[src/rtl/half_subtractor_unit.sv]
`default_nettype none
// =============================================================================
// half_subtractor_unit : registered half-subtractor bank, optional word-chained
// Revision 1.0
// =============================================================================
module half_subtractor_unit #(
  parameter int WIDTH = 8
) (
  input  logic             clk,
  input  logic             rst,
  input  logic             in_valid,
  input  logic             mode,
  input  logic [WIDTH-1:0] A,
  input  logic [WIDTH-1:0] B,
  output logic             out_valid,
  output logic [WIDTH-1:0] Difference,
  output logic [WIDTH-1:0] Borrow,
  output logic             borrow_any,
  output logic             word_borrow
);

  logic [WIDTH-1:0] w_diff;
  logic [WIDTH-1:0] w_bor;
  logic             w_bin;

  logic             r_valid;
  logic [WIDTH-1:0] r_diff;
  logic [WIDTH-1:0] r_bor;
  logic             r_any;
  logic             r_wb;

  // Lane mode forces every borrow-in to 0, so the full-subtract equations
  // collapse to the independent half-subtract ones.
  always_comb begin
    w_diff = '0;
    w_bor  = '0;
    w_bin  = 1'b0;
    for (int i = 0; i < WIDTH; i++) begin
      w_diff[i] = A[i] ^ B[i] ^ w_bin;
      w_bor[i]  = (~A[i] & B[i]) | (~(A[i] ^ B[i]) & w_bin);
      w_bin     = mode & w_bor[i];
    end
  end

  always_ff @(posedge clk) begin
    if (rst) begin
      r_valid <= 1'b0;
      r_diff  <= '0;
      r_bor   <= '0;
      r_any   <= 1'b0;
      r_wb    <= 1'b0;
    end else begin
      r_valid <= in_valid;
      if (in_valid) begin
        r_diff <= w_diff;
        r_bor  <= w_bor;
        r_any  <= |w_bor;
        r_wb   <= mode & w_bor[WIDTH-1];
      end
    end
  end

  assign out_valid   = r_valid;
  assign Difference  = r_diff;
  assign Borrow      = r_bor;
  assign borrow_any  = r_any;
  assign word_borrow = r_wb;

endmodule
`default_nettype wire

[config.mk]
export PLATFORM = sky130hd
export DESIGN_NAME = half_subtractor_unit
export DESIGN_NICKNAME = d
export VERILOG_FILES = /design/src/rtl/half_subtractor_unit.sv
export SDC_FILE = /design/constraint.sdc
export NUM_CORES = 1
export LEC_CHECK = 0
export CAP_MARGIN = 0
export CORE_AREA = 4 4 58 60
export DETAILED_ROUTE_END_ITERATION = 10
export DIE_AREA = 0 0 62 64
export PLACE_DENSITY = 0.75
export SYNTH_ARGS = -nofsm -noshare
export SYNTH_HDL_FRONTEND = slang
export SYNTH_SLANG_ARGS = --single-unit
[constraint.sdc]
create_clock -name clk -period 7.01 [get_ports clk]
set_input_delay 2.103 -clock clk [delete_from_list [all_inputs] [get_ports clk]]
set_output_delay 2.103 -clock clk [all_outputs]
set_load 0.02 [all_outputs]
==> results of run 1 <==
sequential cells by signal, indices dropped and copies added, names as in the netlist:
name,flops
Borrow,8
Difference,8
borrow_any,1
out_valid,1
word_borrow,1
logic make-up after synthesis:
group           share of synthesized area (%)
simple gates                             14.6
fa+ha+maj                                16.1
compound gates                           12.7
buf+inv                                  8.05
mux                                      8.44
flops                                    40.1
final timing paths:
path | to | cells past startpoint
min reg2reg | word_borrow$_SDFFE_PP0P_ | 2
min | word_borrow$_SDFFE_PP0P_ | 2
max reg2reg | borrow_any$_SDFFE_PP0P_ | 2
max | Borrow[7]$_SDFFE_PP0P_ | 20
final cells by class:
cell class,count,area [um^2]
timing repair buffer,48,455
clock buffer,3,22.5
sequential,19,380
fill,274,1500
tap,33,41.3
multi-input combinational,55,498
clock inverter,1,5.00
inverter,8,30.0
per-stage QoR:
stage	setup TNS [ps]	area, um^2
after floorplan	0	948
after global placement	-167	1400
after detailed placement	-185	1400
after CTS	0	1430
after global routing	0	1430
final	0	1430
power groups by stage:
stage / logic, W / clock network (W) / registers (W)
finish: 0.0000743 / 0.0000569 / 0.000119
global route: 0.0000812 / 0.0000644 / 0.000121
floorplan: 0.0000298 / 0 / 0.000131
detailed placement: 0.0000737 / 0 / 0.000122
global placement: 0.0000726 / 0 / 0.000122
CTS: 0.0000746 / 0.0000585 / 0.000120
cell usage after synthesis, drive strengths merged:
master  count
fa          7
mux2i       8
buf         5
nand3       1
and2b       1
dfxtp      19
a211oi      8
nor2       17
inv         8
ha          1
nand2b      1
nor4        2
a311oi      1
a21oi       1
and2        7
critical path, stage by stage:
cell	delay, ps
clkdlybuf4s50_1	450
inv_1	40
ha_1	190
and2_1	150
fa_1	370
and2_1	160
fa_1	380
and2_1	160
fa_1	390
and2_1	160
fa_1	380
and2_1	160
fa_1	370
and2_1	160
fa_1	400
and2_1	170
fa_1	400
buf_4	160
mux2i_1	130
nor2_1	50
metal layers:
layer / vias to the layer above / global-route usage [%] / part of all wire (%)
met3: 0 / 4.44 / 7.8
met2: 19 / 19.6 / 51
met1: 352 / 15.0 / 42
li1: 381 / - / -
met5: - / 0 / 0
met4: 0 / 2.39 / 0
==> run summary, run 1 <==
CTS sink count = 19
WP data required = 7180 ps
CTS Root Cell = clkbuf_4
Cells after synthesis = 87
Syn Area/Cell = 10.9 um^2
Post-Route WL = 2110 um
Post-CTS setup buffer count = 0
Sequential cell area fraction in the yosys report = 40.1%
Startpoint types = input port
Power Dens Cells = 175 nW/um^2
Critical path endpoint category = flop
Global-route usage over all layers = 12.0%
Synth top area cells = dfxtp_1 (40%), fa_1 (15%), a211oi_2 (11%)
Io pins = 39
Crit path kind = input port to flop
Final Setup Violations = 0
Full die area = 3970 um^2
Maximum root-to-sink buffer count = 2
Most frequent cells in the layout = clkdlybuf4s50_1 (38), dfxtp_1 (19), nor2_1 (17)
DRT Pass-1 Iters = 2
HP Class = flop to flop
Arrival time worst endpoint = 6940 ps
Worst-Margin Slew = 826 ps
First-pass GRT wire length = 3740 um
Die width = 62 um
# port buffers = 38
CTS buffer count = 3
Int Pwr = 0.000177 W
Seq pwr share = 47.6%
Setup WS pre-CTS = -172 ps
Final nets = 163
Post-route setup slack = 242 ps
Post-route DRC = 0
Layout cell share with drive strength beyond 1 = 17.9%
Die height = 64 um
Worst clock skew = 0 ps
Final Util = 48.9%
Crit-path max FO = 2
Pleak = 0.601 nW
Ys Warns = 0
Cts hold-fix bufs = 0
Outcome = finished, final reports clean
Unrepaired setup endpoints after global routing = false
Final hold vios = 0
Initial Util = 32.4%
Count of cell types in the netlist = 17
Synth Register Bits = 19
Worst rel slew slack = 44.8%
Combinational power share = 29.7%
Final cell count without fillers = 167
Switching Power = 0.0000736 W
Worst setup startpoint = A[0]
Commonest non-fill, non-tap cell in the layout = clkdlybuf4s50_1
Final ANT Viol Nets = 0
Fin crit share = 96.5%
Hold_sp = word_borrow$_SDFFE_PP0P_
Final hold slack = 499 ps
First DRT Iteration DRCs = 14
CTS tree = yes
Diodes inserted = 0
Fmax = 0.148 GHz
Layout area overhead = 51.1%
Switching part of the total power = 29.4%
GP Congestion = 0.756
Grt ovf = 0
H-tree levels = 1
Largest net degree at the start of global routing = 30
Hpwl dp = 1630 um
Critical R2R Launch = borrow_any$_SDFFE_PP0P_
Clk slew on worst S/H paths = 120 ps
Wire length per cell = 12.7 um
Core Region = 2930 um^2
Reg2Reg Setup Slack = 6270 ps
Clock period minus worst slack = 6770 ps
Vias per cell = 4.50
Resized cells post-CTS = 0
Power, Total = 0.000250 W
Syn Std Cell Area = 948 um^2
Placed Cells = 163
Clock power share = 22.7%
Vias in the first global route = 852
Syn_nets = 115
Total of max-cap violations = 0
Peak supply drop = 0.102 mV
Initial antenna violation count = 0
Share of the synthesized area in the top cell type = 40.1%
Vias = 752
Latest clock arrival within the worst-skew pair = 300 ps
Largest area contributor in the netlist = dfxtp_1
FP Rows = 20
Max Slew Vio Count = 0
No activity file was read; power rests on OpenSTA's default activity.
==> run 2, diff against run 1 <==
--- a/config.mk
+++ b/config.mk
@@ -10,6 +10,7 @@
 export DETAILED_ROUTE_END_ITERATION = 10
 export DIE_AREA = 0 0 62 64
 export PLACE_DENSITY = 0.75
+export REMOVE_ABC_BUFFERS = 1
 export SYNTH_ARGS = -nofsm -noshare
 export SYNTH_HDL_FRONTEND = slang
 export SYNTH_SLANG_ARGS = --single-unit
==> run summary, run 2 (synthesis gave the netlist of run 1 again) <==
Core Region = 2930 um^2
# port buffers = 38
Clk slew on worst S/H paths = 110 ps
Met1 usage = 13.4%
Worst clock skew = 0 ps
Initial antenna violation count = 0
Area of the multi-input gates = 500 um^2
Worst rel slew slack = 44.2%
Layout cell share with drive strength beyond 1 = 17.9%
Vias = 749
Post-route setup slack = 327 ps
Resized cells post-CTS = 0
Initial Util = 32.4%
Die height = 64 um
Max Slew Vio Count = 0
Power, Total = 0.000249 W
CTS tree = yes
Startpoint types = input port
Layout area overhead = 51.2%
Post-Layout Inst Area = 1430 um^2
Sequential standard cell area = 380 um^2
Global-route usage over all layers = 11.6%
Final Util = 49.0%
Crit path kind = input port to flop
Fin crit share = 95.3%
Busiest metal layer after global routing = met2
Grt ovf = 0
GP Congestion = 0.757
Worst setup startpoint = A[0]
Post-Route WL = 2050 um
Critical path endpoint category = flop
First-pass GRT wire length = 3450 um
Unrepaired setup endpoints after global routing = false
Largest net degree at the start of global routing = 30
Slowest library cell on the worst path = clkdlybuf4s50_1
Final nets = 163
Crit path buf inv count = 3
Arrival time worst endpoint = 6850 ps
DRT Pass-1 Iters = 4
Outcome = finished, final reports clean
Cts hold-fix bufs = 0
Final Setup Violations = 0
CP cell instances = clkdlybuf4s50_1, inv_1, ha_1, and2_1, fa_1, and2_1, fa_1, and2_1, fa_1, and2_1, fa_1, and2_1, fa_1, and2_1, fa_1, and2_1, fa_2, buf_4, mux2i_1, nor2_1
Pleak = 0.597 nW
Met2 usage = 18.9%
Total of max-cap violations = 0
Clock period minus worst slack = 6680 ps
Hpwl dp = 1570 um
Setup WS pre-CTS = -191 ps
Vias in the first global route = 778
Maximum root-to-sink buffer count = 2
Crit path max-delay family = adder cells
HP Class = flop to flop
Latest clock arrival within the worst-skew pair = 300 ps
Most frequent cells in the layout = clkdlybuf4s50_1 (38), dfxtp_1 (19), nor2_1 (17)
First DRT Iteration DRCs = 11
GR Util met3 = 3.64%
CTS Root Cell = clkbuf_4
Crit-path most repeated cell = and2_1
Diodes inserted = 0
Post-CTS setup buffer count = 0
Crit-path max FO = 2
Io pins = 39
Full die area = 3970 um^2
Placement Cell Area = 1400 um^2
Power Dens Cells = 173 nW/um^2
Final ANT Viol Nets = 0
Post-route DRC = 0
FP Rows = 20
Critical R2R Launch = borrow_any$_SDFFE_PP0P_
CP peak stage delay = 460 ps
Wire length per cell = 12.3 um
H-tree levels = 1
Hold_sp = word_borrow$_SDFFE_PP0P_
WP data required = 7170 ps
CTS buffer count = 3
Filler instances = 282
Worst-Margin Slew = 834 ps
Peak supply drop = 0.0901 mV
Fmax = 0.150 GHz
CTS sink count = 19
Vias per cell = 4.49
Final hold vios = 0
Commonest non-fill, non-tap cell in the layout = clkdlybuf4s50_1
Die width = 62 um
-- run 2: stage by stage --
step / hold WS, ps / setup TNS [ps] / cells
floorplan: 536 / 0 / 82
global placement: 457 / -97.6 / 163
detailed placement: 467 / -233 / 163
CTS: 495 / 0 / 167
global route: 531 / 0 / 167
finish: 495 / 0 / 167
-- run 2: final cells by class --
cell class,instances,share of cell area (%)
Timing Repair Buffer,48,31.8
Clock buffer,4,1.83
Sequential cell,19,26.5
Inverter,8,2.09
Multi-Input combinational cell,55,34.9
Tap cell,33,2.88
-- run 2: report_power, final --
part	internal [W]	switching [W]
Combinational	0.0000400	0.0000337
Clock	0.0000222	0.0000337
Sequential	0.000115	0.00000367
-- run 2: per-layer routing --
layer	part of all wire, %	routed length (um)
met4	2.1	44
met3	7.8	159
met1	37	757
met2	53	1090
met5	0	0
-- run 2: worst paths after layout --
check | endpoint | cells past startpoint | slack (ps)
hold reg to reg | word_borrow$_SDFFE_PP0P_ | 2 | 490
setup / recovery | Borrow[7]$_SDFFE_PP0P_ | 20 | 330
setup reg to reg | borrow_any$_SDFFE_PP0P_ | 2 | 6280
hold / removal | word_borrow$_SDFFE_PP0P_ | 2 | 490
-- run 2: worst register-to-register path, stage by stage (launching register included) --
cell,delay [ps]
dfxtp_1,360
nor2_1,50
a311oi_2,230
==> run 3, diff against run 2 <==
--- a/config.mk
+++ b/config.mk
@@ -6,10 +6,10 @@
 export NUM_CORES = 1
 export LEC_CHECK = 0
 export CAP_MARGIN = 0
-export CORE_AREA = 4 4 58 60
+export CORE_AREA = 4 4 62 64
 export DETAILED_ROUTE_END_ITERATION = 10
-export DIE_AREA = 0 0 62 64
-export PLACE_DENSITY = 0.75
+export DIE_AREA = 0 0 66 68
+export PLACE_DENSITY = 0.67
 export REMOVE_ABC_BUFFERS = 1
 export SYNTH_ARGS = -nofsm -noshare
 export SYNTH_HDL_FRONTEND = slang
==> run summary, run 3 (synthesis gave the netlist of run 1 again) <==
Outcome = finished, final reports clean
CTS sink count = 19
Arrival time worst endpoint = 6890 ps
H-tree levels = 1
Vias per cell = 4.21
DRT Pass-1 Iters = 6
Reg2Reg Depth = 2
Setup tns final = 0 ps
Hpwl dp = 1610 um
First-pass GRT wire length = 3420 um
CP peak stage delay = 450 ps
Area of the multi-input gates = 498 um^2
Power Dens Cells = 172 nW/um^2
Post-Layout Inst Area = 1440 um^2
Worst rel slew slack = 40.3%
Switching Power = 0.0000704 W
Placement Cell Area = 1410 um^2
Crit path max-delay family = adder cells
CTS buffer count = 3
Setup WS pre-CTS = -192 ps
Global-route usage over all layers = 9.89%
Largest net degree at the start of global routing = 30
Critical R2R Launch = borrow_any$_SDFFE_PP0P_
Slowest library cell on the worst path = clkdlybuf4s50_1
Post-route DRC = 0
Worst setup startpoint = A[0]
Switching part of the total power = 28.5%
Layout cell share with drive strength beyond 1 = 16.5%
Final nets = 162
WP data required = 7170 ps
Most frequent cells in the layout = clkdlybuf4s50_1 (38), dfxtp_1 (19), nor2_1 (17)
Post-CTS setup buffer count = 0
Peak supply drop = 0.0975 mV
Met3 WL post-DR = 160 um
Initial Util = 28.9%
Final hold vios = 0
Core Region = 3280 um^2
Grt ovf = 0
Clock power share = 22.2%
Setup crit end = borrow_any$_SDFFE_PP0P_
HP Class = flop to flop
Seq pwr share = 48.1%
Critical path endpoint category = flop
Latest clock arrival within the worst-skew pair = 290 ps
Reg2Reg Setup Slack = 6300 ps
Post-Route WL = 2130 um
Pleak = 0.593 nW
Worst clock skew = 0 ps
Fin crit share = 96.1%
Combinational power share = 29.7%
Commonest non-fill, non-tap cell in the layout = clkdlybuf4s50_1
Int Pwr = 0.000177 W
Max Slew Vio Count = 0
RR Endpoint = borrow_any$_SDFFE_PP0P_
Io pins = 39
Total of max-cap violations = 0
Clock period minus worst slack = 6740 ps
Met2 wire length = 995 um
GP Congestion = 0.692
Final ANT Viol Nets = 0
Unrepaired setup endpoints after global routing = false
Layout area overhead = 51.8%
Uppermost layer routed = met4
Worst-Margin Slew = 893 ps
Fmax = 0.148 GHz
Vias in the first global route = 773
Initial antenna violation count = 0
Maximum root-to-sink buffer count = 2
Post-route setup slack = 273 ps
Clk slew on worst S/H paths = 110 ps
CP cell instances = clkdlybuf4s50_1, inv_1, ha_1, and2_1, fa_1, and2_1, fa_1, and2_1, fa_1, and2_1, fa_1, and2_1, fa_1, and2_1, fa_1, and2_1, fa_1, nor4_2, a311oi_2
Cts hold-fix bufs = 0
Full die area = 4490 um^2
# port buffers = 38
First DRT Iteration DRCs = 17
FP Rows = 21
WL met1 = 955 um
Crit-path max FO = 3
Final Setup Violations = 0
Wire length per cell = 11.9 um
Power, Total = 0.000248 W
CTS tree = yes
Crit path buf inv count = 2
Critical path depth = 19
CTS Root Cell = clkbuf_4
Diodes inserted = 0
Die height = 68 um
Vias = 753
Filler instances = 325
Startpoint types = input port
Die width = 66 um
Sequential standard cell area = 380 um^2
Crit path kind = input port to flop
run 3: changes by cell type in the layout (fill, tap and decap cells not counted):
cell   delta
fa_1      +1
fa_2      -1
buf_4     -1
run 3: routing by layer:
layer / up-vias / track usage [%]
met5: - / 0
met4: 0 / 1.52
met3: 2 / 3.78
met2: 34 / 16.8
met1: 341 / 12.2
li1: 376 / -
run 3: timing repair:
item,CTS,global route
endpoints found under the setup margin,0,1
resized for setup,0,1
hold endpoints to repair,0,0
run 3: worst min-delay path by stage:
stage / startpoint / end / slack, ps / cells after the start
CTS: word_borrow$_SDFFE_PP0P_ / word_borrow$_SDFFE_PP0P_ / 490 / 2
detailed placement: word_borrow$_SDFFE_PP0P_ / word_borrow$_SDFFE_PP0P_ / 470 / 2
finish: word_borrow$_SDFFE_PP0P_ / word_borrow$_SDFFE_PP0P_ / 490 / 2
global placement: word_borrow$_SDFFE_PP0P_ / word_borrow$_SDFFE_PP0P_ / 460 / 2
floorplan: word_borrow$_SDFFE_PP0P_ / word_borrow$_SDFFE_PP0P_ / 540 / 2
global route: word_borrow$_SDFFE_PP0P_ / word_borrow$_SDFFE_PP0P_ / 510 / 2
run 3: stage by stage:
step	hold WS [ps]	std cells	utilization (%)
finish	488	179	43.8
global route	514	179	43.8
global placement	461	175	42.9
CTS	491	179	43.7
floorplan	536	82	-
detailed placement	466	175	42.9
run 3: layout make-up:
class / count / area share [%]
clock buffer: 4 / 1.82
inverter: 8 / 2.09
multi-input combinational: 55 / 34.6
sequential: 19 / 26.4
tap: 46 / 4.00
timing repair buffer: 47 / 31.1
run 3: worst reg2reg max path: stages (launching register included):
cell	delay (ps)
dfxtp_1	350
nor2_1	50
a311oi_2	230
run 3: power by group through the flow:
stage	logic [W]	clock network, W	registers [W]
after floorplan	0.0000236	0	0.000131
after detailed placement	0.0000735	0	0.000122
final	0.0000734	0.0000550	0.000119
after global placement	0.0000727	0	0.000121
after global routing	0.0000800	0.0000626	0.000120
after CTS	0.0000740	0.0000581	0.000119
